==> config.mk <==
export PLATFORM = sky130hd
export DESIGN_NAME = cpu_sequencer_flat
export DESIGN_NICKNAME = d
export VERILOG_FILES = /design/src/rtl/cpu_pkg.sv /design/src/rtl/cpu_sequencer_if.sv /design/src/rtl/pc_next_unit.sv /design/src/rtl/cpu_sequencer.sv /design/src/flat_wrapper.sv
export SDC_FILE = /design/constraint.sdc
export NUM_CORES = 1
export LEC_CHECK = 0
export CAP_MARGIN = 20
export CORE_UTILIZATION = 30
export DETAILED_ROUTE_END_ITERATION = 16
export HOLD_SLACK_MARGIN = 0.02
export PLACE_DENSITY = 0.58
export SYNTH_ARGS = -nofsm -noshare
export SYNTH_HDL_FRONTEND = slang
export SYNTH_SLANG_ARGS = --single-unit
export TNS_END_PERCENT = 20
==> constraint.sdc <==
create_clock -name clk -period 2.08 [get_ports clk]
set_input_delay 0.624 -clock clk [delete_from_list [all_inputs] [get_ports clk]]
set_output_delay 0.624 -clock clk [all_outputs]
set_load 0.02 [all_outputs]
==> src/rtl/cpu_pkg.sv <==
// Shared definitions for the 17-bit single-bus processor control path:
// width defaults, opcodes, branch-select encodings and sequencer states.
package cpu_pkg;

  localparam int unsigned PC_W   = 8;
  localparam int unsigned INST_W = 17;
  localparam int unsigned OFF_W  = 8;
  localparam int unsigned CNT_W  = 16;
  localparam int unsigned OPC_W  = 5;

  // Opcode field lives in IR[INST_W-1:INST_W-5].
  localparam logic [OPC_W-1:0] OP_NOP  = 5'd0;
  localparam logic [OPC_W-1:0] OP_MOVA = 5'd1;
  localparam logic [OPC_W-1:0] OP_INC  = 5'd2;
  localparam logic [OPC_W-1:0] OP_ADD  = 5'd3;
  localparam logic [OPC_W-1:0] OP_SUB  = 5'd4;
  localparam logic [OPC_W-1:0] OP_DEC  = 5'd5;
  localparam logic [OPC_W-1:0] OP_AND  = 5'd6;
  localparam logic [OPC_W-1:0] OP_OR   = 5'd7;
  localparam logic [OPC_W-1:0] OP_XOR  = 5'd8;
  localparam logic [OPC_W-1:0] OP_NOT  = 5'd9;
  localparam logic [OPC_W-1:0] OP_MOVB = 5'd10;
  localparam logic [OPC_W-1:0] OP_LD   = 5'd11;
  localparam logic [OPC_W-1:0] OP_ST   = 5'd12;
  localparam logic [OPC_W-1:0] OP_LDI  = 5'd13;
  localparam logic [OPC_W-1:0] OP_ADI  = 5'd14;
  localparam logic [OPC_W-1:0] OP_BRZ  = 5'd15;
  localparam logic [OPC_W-1:0] OP_BRN  = 5'd16;
  localparam logic [OPC_W-1:0] OP_JMP  = 5'd17;
  localparam logic [OPC_W-1:0] OP_JML  = 5'd18;

  // Branch select from the decoder.
  localparam logic [1:0] BS_INC  = 2'b00;
  localparam logic [1:0] BS_COND = 2'b01;
  localparam logic [1:0] BS_REG  = 2'b10;
  localparam logic [1:0] BS_JMP  = 2'b11;

  typedef enum logic [1:0] {
    ST_IDLE,
    ST_FETCH,
    ST_DECODE,
    ST_EXEC
  } seq_state_t;

endpackage

==> src/rtl/cpu_sequencer_if.sv <==
// Instruction-memory fetch handshake: sequencer is master, memory is slave.
interface cpu_sequencer_if #(
  parameter int unsigned PC_W   = 8,
  parameter int unsigned INST_W = 17
);

  logic              imem_req;
  logic [PC_W-1:0]   imem_addr;
  logic              imem_ack;
  logic [INST_W-1:0] imem_rdata;

  modport master (
    output imem_req,
    output imem_addr,
    input  imem_ack,
    input  imem_rdata
  );

  modport slave (
    input  imem_req,
    input  imem_addr,
    output imem_ack,
    output imem_rdata
  );

endinterface

==> src/rtl/pc_next_unit.sv <==
// Combinational next-PC and link-address computation, all modulo 2^PC_W.
module pc_next_unit #(
  parameter int unsigned PC_W  = 8,
  parameter int unsigned OFF_W = 8
) (
  input  logic [PC_W-1:0]  pc,
  input  logic [1:0]       bs,
  input  logic             ps,
  input  logic             zero,
  input  logic [OFF_W-1:0] off,
  input  logic [PC_W-1:0]  reg_a,
  output logic [PC_W-1:0]  next_pc,
  output logic [PC_W-1:0]  link_pc
);

  import cpu_pkg::*;

  logic [PC_W-1:0] seq_pc;
  logic [PC_W-1:0] off_ext;
  logic [PC_W-1:0] rel_pc;

  // Sign-extend (or truncate) the offset to PC width, then form both targets.
  always_comb begin
    seq_pc  = pc + PC_W'(1);
    off_ext = PC_W'({{PC_W{off[OFF_W-1]}}, off});
    rel_pc  = seq_pc + off_ext;
  end

  // Select the next PC from branch select and the zero/polarity condition.
  always_comb begin
    next_pc = seq_pc;
    case (bs)
      BS_INC:  next_pc = seq_pc;
      BS_COND: next_pc = (zero ^ ps) ? rel_pc : seq_pc;
      BS_REG:  next_pc = reg_a;
      BS_JMP:  next_pc = rel_pc;
      default: next_pc = seq_pc;
    endcase
  end

  assign link_pc = seq_pc;

endmodule

==> src/rtl/cpu_sequencer.sv <==
// Multi-cycle FETCH/DECODE/EXEC sequencer: owns PC and IR, fetches over a
// req/ack handshake and issues a one-cycle commit pulse per instruction.
module cpu_sequencer #(
  parameter int unsigned PC_W   = cpu_pkg::PC_W,
  parameter int unsigned INST_W = cpu_pkg::INST_W,
  parameter int unsigned OFF_W  = cpu_pkg::OFF_W,
  parameter int unsigned CNT_W  = cpu_pkg::CNT_W
) (
  input  logic               clk,
  input  logic               rst_n,
  input  logic               run,
  cpu_sequencer_if.master    imem,
  output logic [INST_W-1:0]  ir,
  input  logic [1:0]         bs,
  input  logic               ps,
  input  logic               zero,
  input  logic [PC_W-1:0]    reg_a,
  input  logic               dmem_busy,
  output logic               exec_en,
  output logic [PC_W-1:0]    link_pc,
  output logic [PC_W-1:0]    pc,
  output logic               busy,
  output logic [CNT_W-1:0]   retired
);

  import cpu_pkg::*;

  seq_state_t        state_q;
  logic [PC_W-1:0]   pc_q;
  logic [PC_W-1:0]   pc_d;
  logic [INST_W-1:0] ir_q;
  logic [CNT_W-1:0]  retired_q;
  logic [CNT_W-1:0]  retired_d;

  pc_next_unit #(
    .PC_W  (PC_W),
    .OFF_W (OFF_W)
  ) u_pc_next (
    .pc      (pc_q),
    .bs      (bs),
    .ps      (ps),
    .zero    (zero),
    .off     (ir_q[OFF_W-1:0]),
    .reg_a   (reg_a),
    .next_pc (pc_d),
    .link_pc (link_pc)
  );

  // Saturating increment of the retired-instruction count.
  always_comb begin
    retired_d = retired_q;
    if (retired_q != '1) begin
      retired_d = retired_q + CNT_W'(1);
    end
  end

  // Sequencer state, PC, IR and retired count; reset wins over everything.
  always_ff @(posedge clk) begin
    if (!rst_n) begin
      state_q   <= ST_IDLE;
      pc_q      <= '0;
      ir_q      <= '0;
      retired_q <= '0;
    end else begin
      case (state_q)
        ST_IDLE: begin
          if (run) begin
            state_q <= ST_FETCH;
          end
        end
        ST_FETCH: begin
          if (imem.imem_ack) begin
            ir_q    <= imem.imem_rdata;
            state_q <= ST_DECODE;
          end
        end
        ST_DECODE: begin
          state_q <= ST_EXEC;
        end
        ST_EXEC: begin
          if (!dmem_busy) begin
            pc_q      <= pc_d;
            retired_q <= retired_d;
            state_q   <= run ? ST_FETCH : ST_IDLE;
          end
        end
        default: begin
          state_q <= ST_IDLE;
        end
      endcase
    end
  end

  // Request and busy decode straight from the state register; the commit
  // pulse must also see dmem_busy in the same cycle to honour EXEC stalls.
  always_comb begin
    imem.imem_req  = (state_q == ST_FETCH);
    imem.imem_addr = pc_q;
    exec_en        = (state_q == ST_EXEC) && !dmem_busy;
    busy           = (state_q != ST_IDLE);
  end

  assign ir      = ir_q;
  assign pc      = pc_q;
  assign retired = retired_q;

endmodule

==> src/flat_wrapper.sv <==
// flat-port wrapper written by rule: the top's interface ports become plain ports
module cpu_sequencer_flat import cpu_pkg::*;
#(
  parameter int unsigned PC_W   = cpu_pkg::PC_W,
  parameter int unsigned INST_W = cpu_pkg::INST_W,
  parameter int unsigned OFF_W  = cpu_pkg::OFF_W,
  parameter int unsigned CNT_W  = cpu_pkg::CNT_W
)
  (clk, rst_n, run, ir, bs, ps, zero, reg_a, dmem_busy, exec_en, link_pc, pc, busy, retired, imem_imem_req, imem_imem_addr, imem_imem_ack, imem_imem_rdata);
  cpu_sequencer_if #(.PC_W(PC_W), .INST_W(INST_W)) imem_i ();
  input  logic clk;
  input  logic rst_n;
  input  logic run;
  output logic [INST_W-1:0] ir;
  input  logic [1:0] bs;
  input  logic ps;
  input  logic zero;
  input  logic [PC_W-1:0] reg_a;
  input  logic dmem_busy;
  output logic exec_en;
  output logic [PC_W-1:0] link_pc;
  output logic [PC_W-1:0] pc;
  output logic busy;
  output logic [CNT_W-1:0] retired;
  output wire logic [$bits(imem_i.imem_req)-1:0] imem_imem_req;
  output wire logic [$bits(imem_i.imem_addr)-1:0] imem_imem_addr;
  input wire logic [$bits(imem_i.imem_ack)-1:0] imem_imem_ack;
  input wire logic [$bits(imem_i.imem_rdata)-1:0] imem_imem_rdata;
  assign imem_imem_req = imem_i.imem_req;
  assign imem_imem_addr = imem_i.imem_addr;
  assign imem_i.imem_ack = imem_imem_ack;
  assign imem_i.imem_rdata = imem_imem_rdata;
  cpu_sequencer #(.PC_W(PC_W), .INST_W(INST_W), .OFF_W(OFF_W), .CNT_W(CNT_W)) u_core (.clk(clk), .rst_n(rst_n), .run(run), .imem(imem_i), .ir(ir), .bs(bs), .ps(ps), .zero(zero), .reg_a(reg_a), .dmem_busy(dmem_busy), .exec_en(exec_en), .link_pc(link_pc), .pc(pc), .busy(busy), .retired(retired));
endmodule
Word-level counts from Yosys, hierarchy flattened --
Cells that the tools add are included.
Word-level totals: flip-flop bits (word level) 43, logic and storage cells 35, output and inout bits 60
Cells by class: reductions and logical operators 9, bitwise gates (word level) 2, eq/ne operators 10, add/sub/neg operators 3, multiplexer cells 7
Operators by type and width (number):
- case mux 8 bit (4 select lines) | 1
- adder 16 x 1 -> 16 bit (second input constant) | 1
- != test 16 bit (second input constant) | 1
- adder 8 x 1 -> 8 bit (second input constant) | 1
- adder 8 bit | 1
- equality test 2 bit (second input constant) | 4
- 2-to-1 mux 8 bit | 1
- case mux 2 bit (4 select lines) | 1
- 2-to-1 mux 2 bit | 3
- AND reduction 3 bit | 2
- equality test 2 x 1 -> 1 bit (second input constant) | 2
- zero test 2 bit | 2
- != test 2 bit (second input constant) | 2
- AND reduction 2 bit | 2
- != test 2 x 1 -> 1 bit (second input constant) | 1
- nonzero test 2 bit | 1
- logical AND 1 bit | 1
- zero test 1 bit | 1
- 2-to-1 mux 1 bit | 1
- inverter 1 bit | 1
- XOR 1 bit | 1

Longest topological paths before layout --
Gate-level depths: netlist of run 1.
word-level depth 4, gate-level depth with buffers 10, gate-level depth less buffers 10

Hierarchy --
A second synthesis of run 1 with hierarchy kept.
Second synthesis, totals: cell total of the unflattened synthesis 319, area total of the unflattened synthesis 2613.8 µm²
By module, submodules not included:
- cpu_sequencer | sequential area each 860.8 µm², cells each 240, times used 1, area an instance 1955.6 µm²
- pc_next_unit | sequential area each 0.0 µm², cells each 79, times used 1, area an instance 658.1 µm²

Least setup slack after synthesis of run 1 --
Ideal clock, no wire load.
path type register -> register, from register u_core.pc_q[0] (netlist: u_core.imem.imem_addr[0]), to register u_core.pc_q[7] (netlist: u_core.imem.imem_addr[7]), period minus slack after synthesis 2.606 ns, data required time 1.963 ns, path buffers 0, cell stages (with the launch flop) 11, arrival 2.489 ns, slack -0.526 ns, cell sequence dfxtp_1 ha_1 and3_1 xor2_2 ha_1 a21oi_1 nand2_1 o21ai_0 xnor2_1 o21ai_0 a32o_1
On the way: longest elaborated chain between the ends 4
RTL lines:
- from (decl) | line cpu_sequencer.sv:29 | logic [PC_W-1:0] pc_q;
- from (signal assigned) | line cpu_sequencer.sv:82 | pc_q <= pc_d;
- adder 8 x 1 -> 8 bit (*) | line pc_next_unit.sv:24 | seq_pc = pc + PC_W'(1);
- via link_pc[6] | line flat_wrapper.sv:21 | output logic [PC_W-1:0] link_pc;
- adder 8 bit (*) | line pc_next_unit.sv:26 | rel_pc = seq_pc + off_ext;
- 2-to-1 mux 8 bit | line pc_next_unit.sv:34 | BS_COND: next_pc = (zero ^ ps) ? rel_pc : seq_pc;
- case mux 8 bit (4 select lines) (*) | line pc_next_unit.sv:32 | case (bs)
Mark *: on every way through the listed nets, which the timed path passes. The rest lies on a longest branch. A chain may end at the register's enable or synchronous reset.

Final worst setup path of run 1 --
from register u_core.pc_q[0] (netlist: u_core.imem.imem_addr[0]), to output port link_pc[5]
On the way: longest elaborated chain between the ends 1
RTL lines (line):
- adder 8 x 1 -> 8 bit | pc_next_unit.sv:24
- to (decl) | flat_wrapper.sv:21
Every way passes these cells.

==> results of run 1 <==
==> per-layer routing <==
metal	up-vias	global-route usage, %
met1	1201	22.2
li1	1326	-
met4	0	3.13
met5	-	0
met3	5	3.28
met2	62	27.8
==> cell usage in the layout, fill, tap and decap left out, types with 9 or more instances in the layout <==
cell             count
o21ai_0             13
inv_1               13
nand3_1              9
clkdlybuf4s50_1     73
nand2_1             48
dfxtp_1             37
buf_4               58
dlymetal6s2s_1       9
xnor2_1             11
nor2_1              32
a21oi_1             28
==> metrics by stage <==
step                setup WS [ns]  hold slack (ns)  std cells
detailed placement         -0.545            0.449        537
global route               -0.145            0.477        551
global placement           -0.542            0.443        537
finish                    -0.0583            0.457        551
CTS                        -0.118            0.462        547
floorplan                 -0.0812            0.514        309
==> state kept, by name, summed over array words and instances, names as in the netlist <==
name,cells
u_core.state_q,2
u_core.ir,17
u_core.imem.imem_addr,8
u_core.retired,16
==> logic make-up (layout without fill, tap and decap cells) <==
kind of cell | after synthesis | in the layout | share of synthesized area, %
multiplexers | 3 | 3 | 1.22
AND/OR/NAND/NOR | 119 | 119 | 22.5
XOR/XNOR | 24 | 24 | 9.41
AO/OA/AOI/OAI | 72 | 72 | 18.0
flip-flops | 43 | 43 | 35.0
buffers and inverters | 34 | 174 | 6.46
adder cells (fa/ha/maj) | 14 | 14 | 7.42
==> final cells by class <==
cell class / instances / area [um2]
multi-input cells: 232 / 1650
well taps: 102 / 128
clock buffers: 6 / 82.6
flip-flops and latches: 43 / 881
repair buffers: 151 / 1380
fillers: 764 / 3630
clock inverters: 2 / 38.8
inverters: 15 / 56.3
==> repair_timing <==
item | in CTS | in global routing
resized for setup | 36 | 34
hold buffers | 0 | 0
pin swaps | 3 | 11
buffers inserted | 2 | 4
setup endpoints to repair | 16 | 20
hold endpoints to repair | 0 | 0
==> critical path: cells and delay by family (launching register included) <==
kind / cells / cell delay [ns]
buffers and inverters: 3 / 0.51
flip-flops: 1 / 0.39
XOR/XNOR: 1 / 0.23
AND/OR/NAND/NOR: 1 / 0.09
==> path summary, 6_finish.rpt <==
kind | from | to | slack (ns) | cells past startpoint
worst max-delay path | u_core.imem.imem_addr[0] | link_pc[5] | -0.06 | 5
worst min-delay path | u_core.ir[16] | u_core.ir[16] | 0.46 | 2
worst max register to register | u_core.imem.imem_addr[0] | u_core.imem.imem_addr[7] | -0.04 | 11
worst min register to register | u_core.ir[16] | u_core.ir[16] | 0.46 | 2
==> power breakdown <==
part / leakage, nW / internal, W / total (W) / switching, W
Clock: 0.0618 / 0.000395 / 0.000693 / 0.000298
Sequential: 0.352 / 0.000899 / 0.000964 / 0.0000644
Combinational: 1.39 / 0.000517 / 0.00104 / 0.000523
==> run metrics, run 1 <==
status=finished, violations left; failing checks=negative setup slack; #FFs+latches synth=43; Post-route DRC=0; Post-DP Area=between 0.003 and 0.004 mm2; diode count=0; CP dominant cell by count=buf_4; First DRT Iteration DRCs=between 60 and 70; Setup crit end kind=output port; DP Wirelength=roughly 5500 um; share of cells above drive strength 1=24.9%; period utilization=103%; starting density of the core=a little under a third; Synth area leader=dfxtp_1; area grow syn2layout=71.3%; vias in the first global route=~2300; first-pass GRT wire length=about 11000 um; hold crit path type=flop to flop; PwrDens=between 600 and 700 mW/mm2; Skew-Pair Late Insertion Delay=around 0.29 ns; Synth Flop Type=dfxtp_1; Max Used Layer=met4; Root Buffer=clkbuf_8; Mean Syn Cell Area=~8 um2; Final Hold Fails=0; setup TNS=-0.137 ns; kind of critical path=flop to output port; largest net degree at the start of global routing=22; Final Cell Area=between 0.004 and 0.005 mm2; Cell variety after synth=50; Post-Syn Area=0.00246 mm2; Leak=approximately 1.8 nW; DIE AREA=around 0.0086 mm2; via count=around 2600; Post-DRT Antenna Nets=0; Tot GR Track Use=between 10% and 20%; vias per cell=4.71; worst path required time=roughly 1.5 ns; Crit path largest cell delay=0.39 ns; Yosys warnings=0; grt total ovfl=0; 1st-pass router iterations=4; I/O Buffers=93; Final Setup Violations=3; cells along the critical path=buf_4, buf_4, nand3_1, xnor2_2, clkdlybuf4s15_2; H-tree levels=2; # IOs=94; Slew @ Worst Pin=between 0.3 and 0.4 ns; CTS tree=done; CTS Buf Count=5; Max Cap Viol=0; Slew Limit Headroom=around 74%; Tmin final=approximately 2.1 ns; met1 wire length=between 3000 and 4000 um; Synth area leaders=dfxtp_1 (35%), nand2_1 (7.3%), ha_1 (6.6%), a21oi_1 (6.1%), nor2_1 (5.0%); skew final=0.00199 ns; Synth top area share=between 30% and 40%; chip height=92.6 um; Post-synth EDFFs=0; initial antenna violation count=0; crit start category=flop; Synth Instances=slightly above 300; RePlAce Congestion=0.757; final WL=7150 um; Tot Pwr=0.00270 W; Core Util, Final=between 50% and 60%; CORE AREA=~0.008 mm2; CP Max Fanout=4; register area share after synthesis=roughly a third; row count=32; max-slew violations=0; maximum VDD drop=between 0.0005 and 0.0006 V; fmax=about 0.47 GHz; Die Width=approximately 93 um; post-synth net total=roughly 360; met2 routed WL=~3400 um; wire per inst=around 13 um; CTS sink count=between 40 and 50; commonest cells in the netlist=nand2_1 (48), dfxtp_1 (43), nor2_1 (33), a21oi_1 (30), o21ai_0 (17); unrepaired setup endpoints after global routing=true; most common cell in the synthesized netlist=nand2_1; setup ws final=-0.0583 ns; Arr. time, crit path=approximately 1.5 ns; Critical-path top delay cell=dfxtp_4; met3 wire len=around 320 um; CTS clk-pin slew, worst paths=around 0.08 ns; FFs w/ async S/R, synth=0%; Nets=around 500; Clock Tree Buf Depth=2
(Power assumes the default switching activity.)
==> run 2, diff against run 1 <==
ABC_AREA = 1   (was not set)
PLACE_DENSITY = 0.57   (was 0.58)
==> run metrics, run 2 <==
Post-synth EDFFs=0; Arr. time, crit path=~1.6 ns; fill count=a little under 900; Final Cell Area=around 0.0042 mm2; commonest non-fill, non-tap cells in the layout=clkdlybuf4s50_1 (77), nand2_1 (75), nor2_1 (48), buf_4 (45), inv_1 (41); period utilization=107%; DP Cell Count=613; Die Width=roughly 96 um; Nets=about 570; skew final=around 0.0075 ns; Synth area leaders=dfxtp_1 (33%), nand2_1 (12%), o21ai_0 (7.8%), nor2_1 (7.4%), inv_1 (6.4%); H-tree levels=2; Leak=1.86 nW; CTS clk-pin slew, worst paths=~0.080 ns; vias per cell=~4.6; 1st-pass router iterations=4; CTS tree=done; max FFs per register=17; commonest non-fill, non-tap cell in the layout=clkdlybuf4s50_1; First DRT Iteration DRCs=77; starting density of the core=between 30% and 40%; CTS Buf Count=5; kind of critical path=flop to output port; Max Cap Viol=0; setup ws final=-0.138 ns; Tmin final=between 2 and 2.5 ns; commonest cells in the netlist=nand2_1 (82), nor2_1 (52), inv_1 (45), dfxtp_1 (43), o21ai_0 (41); initial antenna violation count=0; fmax=approximately 0.45 GHz; Cell variety after synth=29; # IOs=94; worst path required time=around 1.5 ns; post-cts hold buffer count=0; area grow syn2layout=59.9%; row count=33; setup TNS=-0.378 ns; Tot GR Track Use=17.3%; failing checks=negative setup slack; Slew Limit Headroom=between 50 and 60%; max-slew violations=0; Post-DP Area=between 0.004 and 0.005 mm2; Synth Instances=around 400; Core Util, Final=50.5%; I/O Buffers=between 90 and 100; Max Used Layer=met4; Synth top area share=between 30% and 40%; final WL=7760 um; most common cell in the synthesized netlist=nand2_1; vias in the first global route=2580; #FFs+latches synth=between 40 and 50; status=finished, violations left; hold crit path type=flop to flop; RePlAce Congestion=0.820; via count=about 2900; Skew-Pair Late Insertion Delay=between 0.2 and 0.3 ns; met2 routed WL=about 3500 um; DIE AREA=between 0.009 and 0.01 mm2; Post-Syn Area=0.00265 mm2; Clock Tree Buf Depth=2; Post-DRT Antenna Nets=0; Mean Syn Cell Area=just under 7 um2; Synth Flop Type=dfxtp_1; Final Hold Fails=0; Post-route DRC=0; FFs w/ async S/R, synth=0%; Setup crit end kind=output port; crit start category=flop; PwrDens=roughly 680 mW/mm2; DP Wirelength=between 6000 and 7000 um; unrepaired setup endpoints after global routing=true; Root Buffer=clkbuf_8; CTS sink count=43; Yosys warnings=0; register area share after synthesis=32.5%; first-pass GRT wire length=approximately 12000 um; wire per inst=12.5 um; met3 wire len=448 um; chip height=95.9 um; diode count=0; maximum VDD drop=around 0.00036 V; non-filler cells, final=approximately 620; CP Max Fanout=4; Synth area leader=dfxtp_1; post-synth net total=440; Slew @ Worst Pin=approximately 0.60 ns; Final Setup Violations=5; CORE AREA=approximately 0.0084 mm2; met1 wire length=around 3700 um; grt total ovfl=0; largest net degree at the start of global routing=20; share of cells above drive strength 1=~22%
[run 2: changes by cell type after synthesis, moves of 7 or more]
| cell | previous run | this run |
|---|---|---|
| a21oi_2 | 0 | 8 |
| inv_1 | 15 | 45 |
| nand2_1 | 48 | 82 |
| nor2_1 | 33 | 52 |
| o21ai_0 | 17 | 41 |
| xnor2_1 | 14 | 7 |
[run 2: stage by stage]
stage	setup slack, ns	total power [W]	hold WS, ns
after global routing	-0.272	0.00308	0.516
after detailed placement	-0.445	0.00231	0.474
after floorplan	-0.00445	0.00173	0.485
after global placement	-0.465	0.00230	0.466
final	-0.138	0.00287	0.488
after CTS	-0.160	0.00288	0.490
[run 2: final timing paths]
| path | end | depth (start not counted) | start | slack, ns |
|---|---|---|---|---|
| setup / recovery | link_pc[6] | 7 | u_core.imem.imem_addr[0] | -0.14 |
| hold / removal | u_core.ir[8] | 2 | u_core.ir[8] | 0.49 |
| hold reg to reg | u_core.ir[8] | 2 | u_core.ir[8] | 0.49 |
| setup reg to reg | u_core.imem.imem_addr[7] | 17 | u_core.imem.imem_addr[0] | -0.10 |
[run 2: report_power, final]
part	total [W]	switching [W]	internal, W	leakage [nW]
clock	0.000558	0.000289	0.000268	0.0482
sequential	0.00103	0.0000981	0.000935	0.353
combinational	0.00128	0.000671	0.000609	1.46
[run 2: cell type report]
type / count / area [um2] / share of cell area, %
repair buffers: 136 / 1250 / 29.5
clock buffers: 7 / 86.3 / 2.04
clock inverters: 1 / 5.00 / 0.118
inverters: 47 / 178 / 4.20
flip-flops and latches: 43 / 877 / 20.7
well taps: 105 / 131 / 3.11
multi-input cells: 284 / 1710 / 40.3
[run 2: timing repair]
action	4_1_cts	5_1_grt
setup endpoints to repair	17	19
pin swaps	7	12
resized for setup	50	29
buffers inserted	1	1
[run 2: cell families after synthesis]
kind of cell               after synthesis  synth area share (%)
AOI/OAI and AO/OA                       80                  16.6
xor gates and xnor gates                16                  5.30
adders and majority gates               14                  6.91
buffers and inverters                   65                  10.9
DFF                                     43                  32.5
and+or+nand+nor                        174                  27.8
[run 2: critical path, stage by stage (launching register included)]
cell	delay (ns)
dfxtp_4	0.38
ha_4	0.15
nand2_4	0.05
nor3b_4	0.24
xnor2_2	0.16
inv_2	0.07
buf_4	0.13
buf_6	0.12
[run 2: per-layer routing]
metal / vias up / GRT usage, %
li1: 1509 / -
met1: 1286 / 23.2
met2: 76 / 28.2
met3: 7 / 3.48
met4: 0 / 4.98
met5: - / 0
==> run 3, diff against run 2 <==
HOLD_SLACK_MARGIN = 0.1   (was 0.02)
REMOVE_ABC_BUFFERS = 1   (was not set)
clock period = 1.8 ns   (was 2.08 ns; I/O delays follow)
==> run metrics, run 3 (synthesis gave the netlist of run 2 again) <==
status=finished, violations left; failing checks=negative setup slack; H-tree levels=2; reg2reg end=u_core.imem.imem_addr[7]; grt total ovfl=0; reg2reg path depth=16; max-slew violations=0; Max Cap Viol=0; Die Width=95.9 um; met2 usage=31.5%; Root Buffer=clkbuf_8; 1st-pass router iterations=4; maximum VDD drop=between 0.0004 and 0.0005 V; Setup crit end kind=flop; R2R Path Start=u_core.imem.imem_addr[0]; clock power share=22.4%; Skew-Pair Late Insertion Delay=around 0.3 ns; commonest non-fill, non-tap cells in the layout=nand2_1 (71), buf_4 (64), nor2_1 (48), inv_1 (38); Final Setup Violations=12; cells along the critical path=ha_4, nand2_4, nor3b_2, xnor2_1, inv_1, ha_4, nand2_2, nor2_1, nand2_1, nand2_2, inv_1, nand2_1, nand3_1, nand2_1, nand2_1, a21oi_1; Tot GR Track Use=a little under a fifth; CTS clk-pin slew, worst paths=roughly 0.09 ns; Post-route DRC=0; CP dominant cell by count=nand2_1; wire per inst=around 13 um; fmax=roughly 0.47 GHz; CP Max Fanout=3; Clock Tree Buf Depth=2; largest net degree at the start of global routing=22; met1 usage=about a quarter; gr busiest metal=met2; Final Cell Area=around 0.0045 mm2; setup TNS=-2.50 ns; # IOs=94; via count=roughly 3000; worst reg2reg setup slack=-0.31 ns; setup ws final=-0.314 ns; Slew Limit Headroom=68.7%; row count=33; DIE AREA=between 0.009 and 0.01 mm2; DP Cell Count=approximately 630; final WL=around 8500 um; Combinational Power Share=about 45%; I/O Buffers=slightly above 90; share of cells above drive strength 1=between 20% and 30%; Tmin final=2.11 ns; worst path required time=between 2 and 2.5 ns; vias in the first global route=between 2000 and 3000; worst setup path end=u_core.imem.imem_addr[7]; area grow syn2layout=71.4%; Post-DRT Antenna Nets=0; skew final=approximately 0.013 ns; Int Power=between 0.002 and 0.0025 W; max FFs per register=17; Sw Ratio=between 30 and 40%; CORE AREA=about 0.0084 mm2; chip height=around 96 um; Critical Path Source=u_core.imem.imem_addr[0]; crit start category=flop; kind of critical path=flop to flop; Crit path largest cell delay=~0.38 ns; Reg power frac=32.9%; Critical-path top delay cell=dfxtp_4; P_sw=0.00131 W; Slew @ Worst Pin=around 0.47 ns; Post-DP Area=about 0.0041 mm2; Buf/Inv on CP=2; Tot Pwr=around 0.0036 W; DP Wirelength=a little over 6000 um; RePlAce Congestion=0.889; PwrDens=roughly 800 mW/mm2; initial antenna violation count=0; met3 GRT Util=~2.8%; period utilization=117%; Leak=around 2.3 nW; vias per cell=~4.7; non-filler cells, final=between 600 and 700; Final Hold Fails=0; CP top delay family=simple AND/OR/NAND/NOR gates; hold crit path type=flop to flop; unrepaired setup endpoints after global routing=true; CTS sink count=43; CTS tree=done; fill count=between 700 and 800; CTS Buf Count=5; Nets=around 600; diode count=0; starting density of the core=about a third; commonest non-fill, non-tap cell in the layout=nand2_1; Arr. time, crit path=2.36 ns; First DRT Iteration DRCs=129; first-pass GRT wire length=~13000 um; CP Depth=16
-- run 3: changes by cell type in the layout (fill, tap and decap cells not counted), sizes merged, moves of 2 or more --
cell	previous run	this run
buf	50	82
clkdlybuf4s15	0	2
clkdlybuf4s50	77	33
dlygate4sd2	3	33
dlymetal6s2s	5	12
-- run 3: per-stage QoR --
stage	utilization, %	setup slack (ns)	hold slack, ns
after floorplan	-	-0.880	0.485
after global placement	48.3	-0.591	0.466
after detailed placement	48.3	-0.612	0.478
after CTS	51.0	-0.269	0.494
after global routing	54.1	-0.456	0.510
final	54.1	-0.314	0.485
-- run 3: tightest hold or removal path: stages (launching register included) --
cell     delay [ns]
dfxtp_1        0.33
nor2_1         0.04
nor2_1         0.08
-- run 3: routing by layer --
layer,wire length (um),vias up
met5,0,-
met3,502,12
met4,121,0
li1,-,1556
met2,3890,85
met1,3970,1394
-- run 3: area by class of cell --
class,instances,area [um2],share of cell area (%)
multi-input cells,284,1740,38.3
well taps,105,131,2.90
clock buffers,6,82.6,1.82
clock inverters,2,35.0,0.773
inverters,47,186,4.11
flip-flops and latches,43,881,19.4
repair buffers,164,1480,32.7
-- run 3: power groups by stage --
stage	logic, W	registers, W	clock network [W]
floorplan	0.000545	0.00135	0
global placement	0.00150	0.00119	0
detailed placement	0.00152	0.00119	0
CTS	0.00152	0.00119	0.000827
global route	0.00178	0.00121	0.000859
finish	0.00162	0.00119	0.000811
-- run 3: worst min-delay path by stage --
stage / slack [ns] / cells after the start / end / from
floorplan: 0.48 / 2 / u_core.state_q[0] / u_core.state_q[0]
global placement: 0.47 / 2 / u_core.ir[12] / u_core.ir[12]
detailed placement: 0.48 / 2 / u_core.ir[9] / u_core.ir[9]
CTS: 0.49 / 2 / u_core.ir[14] / u_core.ir[14]
global route: 0.51 / 2 / u_core.ir[14] / u_core.ir[14]
finish: 0.49 / 2 / u_core.ir[13] / u_core.ir[13]
-- run 3: repair_timing --
| item | in CTS | in global routing |
|---|---|---|
| hold buffers | 0 | 0 |
| resized for setup | 118 | 76 |
| buffers inserted | 6 | 9 |
| setup endpoints to repair | 63 | 49 |
| cloned | 0 | 0 |
| pin swaps | 12 | 26 |
